==> config.mk <==
export PLATFORM = sky130hd
export DESIGN_NAME = tff_counter_ctrl
export DESIGN_NICKNAME = d
export VERILOG_FILES = /design/src/rtl/tff_ctrl_pkg.sv /design/src/rtl/tff_bank.sv /design/src/rtl/tff_counter_ctrl.sv
export SDC_FILE = /design/constraint.sdc
export NUM_CORES = 1
export LEC_CHECK = 0
export CORE_MARGIN = 2
export CORE_UTILIZATION = 56
export DETAILED_ROUTE_END_ITERATION = 12
export GPL_TIMING_DRIVEN = 0
export PLACE_DENSITY = 0.9
export SYNTH_ARGS = -nofsm -noshare
export SYNTH_HDL_FRONTEND = slang
export SYNTH_HIERARCHICAL = 1
export SYNTH_SLANG_ARGS = --single-unit
==> constraint.sdc <==
create_clock -name C -period 3.33 [get_ports C]
set_clock_uncertainty 0.15 [all_clocks]
set_input_delay 0.4995 -clock C [delete_from_list [all_inputs] [get_ports C]]
set_output_delay 0.4995 -clock C [all_outputs]
set_load 0.05 [all_outputs]
==> src/rtl/tff_ctrl_pkg.sv <==
// tff_ctrl_pkg: command op codes and controller states for the toggle-bank sequencer
package tff_ctrl_pkg;
  localparam logic [1:0] OP_LOAD  = 2'd0;
  localparam logic [1:0] OP_CLEAR = 2'd1;
  localparam logic [1:0] OP_UP    = 2'd2;
  localparam logic [1:0] OP_DOWN  = 2'd3;
  typedef enum logic [1:0] {IDLE, EXEC, RUN} state_t;
endpackage

==> src/rtl/tff_bank.sv <==
// tff_bank: WIDTH toggle cells; each bit flips when its t bit is set
module tff_bank
  import tff_ctrl_pkg::*;
#(
  parameter int WIDTH = 8
) (
  input  logic             C,
  input  logic             R,
  input  logic [WIDTH-1:0] t,
  output logic [WIDTH-1:0] q
);
  always_ff @(posedge C) q <= R ? q ^ t : '0;
endmodule

==> src/rtl/tff_counter_ctrl.sv <==
// tff_counter_ctrl: command sequencer generating the per-bit toggle vector for a toggle-flop bank
module tff_counter_ctrl
  import tff_ctrl_pkg::*;
#(
  parameter int WIDTH = 8
) (
  input  logic             C,
  input  logic             R,
  input  logic             cmd_valid,
  output logic             cmd_ready,
  input  logic [1:0]       cmd_op,
  input  logic [WIDTH-1:0] cmd_arg,
  input  logic             stall,
  output logic [WIDTH-1:0] q,
  output logic [WIDTH-1:0] t,
  output logic             busy,
  output logic             done,
  output logic             wrap
);
  state_t state;
  logic [1:0] op;
  logic [WIDTH-1:0] arg, rem, step;
  logic accept, stepping, last, carry;
  assign cmd_ready = state == IDLE && R;
  assign accept = cmd_valid && cmd_ready;
  assign busy = R && state != IDLE;
  assign stepping = state == RUN && !stall && rem != '0;
  assign last = state == EXEC || (state == RUN && (rem == '0 || (!stall && rem == WIDTH'(1))));
  // step[i] toggles when all lower bits are ones (up) or zeros (down); final carry marks a wrap
  always_comb begin
    carry = 1'b1;
    step = '0;
    for (int i = 0; i < WIDTH; i++) begin
      step[i] = carry;
      carry = carry & (op == OP_UP ? q[i] : ~q[i]);
    end
  end
  assign t = !R ? '0 :
             state == EXEC ? (op == OP_LOAD ? q ^ arg : q) :
             stepping ? step : '0;
  always_ff @(posedge C) begin
    if (!R) begin
      state <= IDLE;
      op <= OP_LOAD;
      arg <= '0;
      rem <= '0;
      done <= 1'b0;
      wrap <= 1'b0;
    end else begin
      done <= last;
      wrap <= stepping && carry;
      if (accept) begin
        op <= cmd_op;
        arg <= cmd_arg;
        rem <= cmd_arg;
        state <= (cmd_op == OP_LOAD || cmd_op == OP_CLEAR) ? EXEC : RUN;
      end else begin
        if (last) state <= IDLE;
        if (stepping) rem <= rem - WIDTH'(1);
      end
    end
  end
  tff_bank #(.WIDTH(WIDTH)) u_bank (.C(C), .R(R), .t(t), .q(q));
endmodule

# --- Word-level counts from Yosys, hierarchy flattened ---
# Cells that the tools add are included.
# W data, S select, Z words.
op_classes:
  n_addsub: 1
  eq_ne: 5
  mux: 17
  bitwise: 17
  reduce_logical: 20
op_table:
  columns: ["op", "n"]
  rows:
  - ["$mux W8", 6]
  - ["$xor A8 B8 Y8", 2]
  - ["$eq A8 B1 Y1 const B", 1]
  - ["$logic_and A1 B1 Y1", 8]
  - ["$logic_not A8 Y1", 1]
  - ["$mux W1", 8]
  - ["$not A1 Y1", 8]
  - ["$reduce_bool A8 Y1", 1]
  - ["$sub A8 B1 Y8 const B", 1]
  - ["$and A1 B1 Y1", 7]
  - ["$logic_not A2 Y1", 3]
  - ["$mux W2", 3]
  - ["$reduce_bool A2 Y1", 3]
  - ["$eq A2 B1 Y1 const B", 2]
  - ["$eq A2 B2 Y1 const B", 2]
  - ["$logic_or A1 B1 Y1", 3]
  - ["$logic_not A1 Y1", 1]
word_totals:
  register_bits: 30
  input_bits: 14
  elab_cells: 67

# --- Depth between registers and ports, before layout ---
depth:
  word_depth: 12
  ltp_mapped: 8

# --- By module ---
# Netlist, hierarchy kept.
modules_own_cells:
  columns: ["module", "n_inst", "cells_each", "area_per_inst_um2", "seq_area_each_um2"]
  rows:
  - ["tff_counter_ctrl", 1, 196, 1539.0, 440.4]
  - ["tff_bank", 1, 24, 280.3, 160.2]

# --- Worst setup path before layout ---
# OpenSTA, ideal clock, no wires.
synth_path:
  path_kind: "input -> output"
  startpoint: "input port stall"
  endpoint: "output port t[3]"
  t_arrival_ns: 2.580
  slack_ns: 0.100
  stages: 4
  path_buffers: 0
  cell_sequence: "or3b_4 > a31oi_4 > o21ai_2 > a211oi_1"
synth_via:
  elab_chain_len: 6
synth_rtl:
  columns: ["element", "line_no", "text"]
  rows:
  - ["start, declared", "tff_counter_ctrl.sv:13", "input logic stall,"]
  - ["$logic_not A1 Y1", "tff_counter_ctrl.sv:27", "assign stepping = state == RUN && !stall && rem != '0;"]
  - ["$logic_and A1 B1 Y1 (2 in a row)", "tff_counter_ctrl.sv:27", null]
  - ["$mux W8", "tff_counter_ctrl.sv:40", "stepping ? step : '0;"]
  - ["$mux W8", "tff_counter_ctrl.sv:39", "state == EXEC ? (op == OP_LOAD ? q ^ arg : q) :"]
  - ["$mux W8", "tff_counter_ctrl.sv:38", "assign t = !R ? '0 :"]
  - ["end, declared", "tff_counter_ctrl.sv:15", "output logic [WIDTH-1:0] t,"]
# Every way passes these cells.

# --- Final worst setup path ---
layout_path:
  startpoint: "input port stall"
  endpoint: "output port t[2]"
# Same word-level chain as after synthesis.

==> results.md <==
* Post-Syn Nets at 237
* Tcrit/Tclk final at 96.9%
* Row Count at 20
* Slew Limit Fails at 0
* Hold buffer count at CTS at 0
* Ys Warns at 6
* Synth Flop Type: dfxtp_1
* Total number of vias at 1769
* Post-synth EDFFs at 0
* CP required at 2.68 ns
* Part of the Yosys area used for sequential elements at 33.0%
* Async S/R FF share, synth at 0%
* Initial Util at 59.1%
* Die height at 61.0 um
* # H-tree levels at 2
* Layout fillers at 242
* First drt pass iteration count at 4
* Flops & latches, synth at 30
* Avg WL per Cell at 14.6 um
* First-pass GRT wire length at 7270 um
* Rel. slew slack at 65.4%
* Vias/cell at 5.80
* Die area at 3720 um^2
* Final hold vios at 0
* Mean post-synth cell area at 8.27 um^2
* Hold_sp: arg[3]
* CTS tree: built
* Cell Area, Synth at 1820 um^2
* P&R area growth vs syn at 27.0%
* Final Wtd Congestion at 0.848
* R2R cell count at 7
* Setup TNS at 0 ns
* RSZ-0062 raised after global routing: no
* WHS Endpoint: arg[3]
* Gr usage total at 26.7%
* Clock tree buffer depth at 2
* Crit Path Class: in -> out
* Startpoint types: primary input
* Nets@finish at 277
* Buffers on Ports at 33
* CP endpoint kind: output port
* TritonCTS buffer count at 5
* Hold WS at 0.310 ns
* Vias in the first global route at 1599
* Hold Path Class: reg -> reg
* Drt first-iter violations at 133
* Maxcap violations at 0
* Worst-Margin Slew at 0.517 ns
* IO Count at 34
* Pleak at 0.000907 uW
* DP HPWL at 3120 um
* Placeable Area at 3080 um^2
* CTS Sinks at 30
* Reg2reg setup slack at 1.13 ns
* Die width at 61.0 um
* Initial antenna violation count at 0
* Clock transition at the registers of the reported paths at 0.10 ns
* GRT overflow at 0
* Worst R2R End: u_bank/q[6]
* Crit Reg-Reg Startpoint: rem[0]
* DRT Wirelength at 4460 um
* Peak supply drop at 0.331 mV
* Worst Setup SP: stall
* CP Data Arrival Time at 2.58 ns
* Status: finished, final reports clean
* P per Cell Area at 444 nW/um^2
* Post-CTS Setup Repair Bufs at 0
* Syn Inst Count at 220
* Largest net degree at the start of global routing at 14
* Post-layout min period at 3.23 ns
* Clk_lat worst skew at 0.34 ns
* FMAX at 310 MHz
* Hold path cells at 2
* Root Buffer: clkbuf_4
* Setup-failing EPs final at 0
* CP max FO at 8
* Post-route ant nets at 0
* Share of layout cells above drive strength 1 at 13.4%
* Residual DRC at 0
* Antenna diode count at 0
* Synth cell types at 45
cell families after synthesis:
group,count (synthesis),share of synthesized area (%)
simple gates,92,29.7
buf+inv,21,5.30
flops,30,33.0
compound gates,58,22.2
xor+xnor,16,7.70
fa+ha+maj,3,2.06
flip-flops by register name, summed over array words and instances, names as in the netlist:
| name | flops |
|---|---|
| arg | 8 |
| done | 1 |
| op | 2 |
| rem | 8 |
| state | 2 |
| u_bank/q | 8 |
| wrap | 1 |
where the power goes:
group	leakage, uW	internal (uW)	total, uW	switching, uW
Sequential	0.000245	380	404	24.0
Clock	0.0000585	254	392	138
Combinational	0.000604	92.8	231	138
placed cells by master, fill, tap and decap left out, types with 4 or more instances in the layout:
master           count
clkdlybuf4s50_1     24
clkdlybuf4s15_2      4
buf_2                6
clkbuf_4             7
nor3b_1              5
xor2_1              13
nand3b_1             5
dfxtp_1             30
o21ai_0              9
a31oi_1              5
o31ai_1              4
a21oi_1             19
nor2_1               7
and2_1               9
o211ai_1             5
clkbuf_1             8
nor2b_1              7
nand2_1             27
and3_1               5
nand3_1              4
inv_1                5
worst max-delay path by stage:
| stage | slack (ns) | cells after the start | endpoint |
|---|---|---|---|
| after floorplan | 0.10 | 4 | t[3] |
| after global placement | -0.43 | 6 | t[3] |
| after detailed placement | -0.41 | 6 | t[3] |
| after CTS | 0.002 | 6 | t[6] |
| after global routing | 0.008 | 6 | t[6] |
| final | 0.10 | 6 | t[2] |
per-stage QoR:
stage | std cells | util [%] | total power (uW) | setup WS, ns | cell area, um^2
2_1_floorplan | 220 | - | 570 | 0.100 | 1820
5_1_grt | 305 | 75.1 | 1070 | 0.00797 | 2310
3_5_place_dp | 297 | 71.6 | 639 | -0.412 | 2200
3_3_place_gp | 297 | 71.6 | 635 | -0.429 | 2200
6_report | 305 | 75.1 | 1030 | 0.103 | 2310
4_1_cts | 305 | 75.2 | 1030 | 0.00169 | 2320
cells in the mapped netlist, drive strengths merged, types with 5 or more instances:
cell | number | area, um^2
a31oi | 6 | 52.6
inv | 5 | 18.8
nor3b | 5 | 37.5
o21ai | 11 | 62.6
nor2b | 7 | 43.8
and2 | 9 | 56.3
dfxtp | 30 | 601
a21oi | 19 | 95.1
nand2 | 27 | 101
nand3b | 5 | 37.5
buf | 7 | 43.8
xor2 | 13 | 114
clkbuf | 9 | 33.8
and3 | 5 | 31.3
nor2 | 7 | 26.3
o211ai | 5 | 37.5
layout make-up:
| cell class | instances | area (um^2) | share of cell area (%) |
|---|---|---|---|
| Buffer | 16 | 78.8 | 3.41 |
| Clock buffer | 6 | 51.3 | 2.22 |
| Clock inverter | 2 | 60.1 | 2.60 |
| Inverter | 5 | 18.8 | 0.812 |
| Multi-Input combinational cell | 169 | 1130 | 48.8 |
| Sequential cell | 30 | 601 | 26.0 |
| Tap cell | 44 | 55.1 | 2.38 |
| Timing Repair Buffer | 33 | 319 | 13.8 |
metal layers:
layer | vias up | wire length [um] | global-route usage [%]
met5 | - | 0 | 0
met4 | 0 | 80 | 9.94
met3 | 10 | 263 | 8.53
met2 | 61 | 2030 | 38.1
met1 | 817 | 2090 | 37.8
li1 | 881 | - | -
worst max-delay path, stage by stage:
cell	delay [ns]
clkdlybuf4s50_1	0.47
or3b_4	0.45
a31oi_4	0.34
a31oi_1	0.17
a21oi_1	0.24
clkdlybuf4s15_2	0.41
repair_timing:
| item | in CTS | in global routing |
|---|---|---|
| setup endpoints to repair | 9 | 4 |
| gates resized for setup | 28 | 8 |
| gates cloned | 0 | 0 |
(Power assumes the default switching activity.)
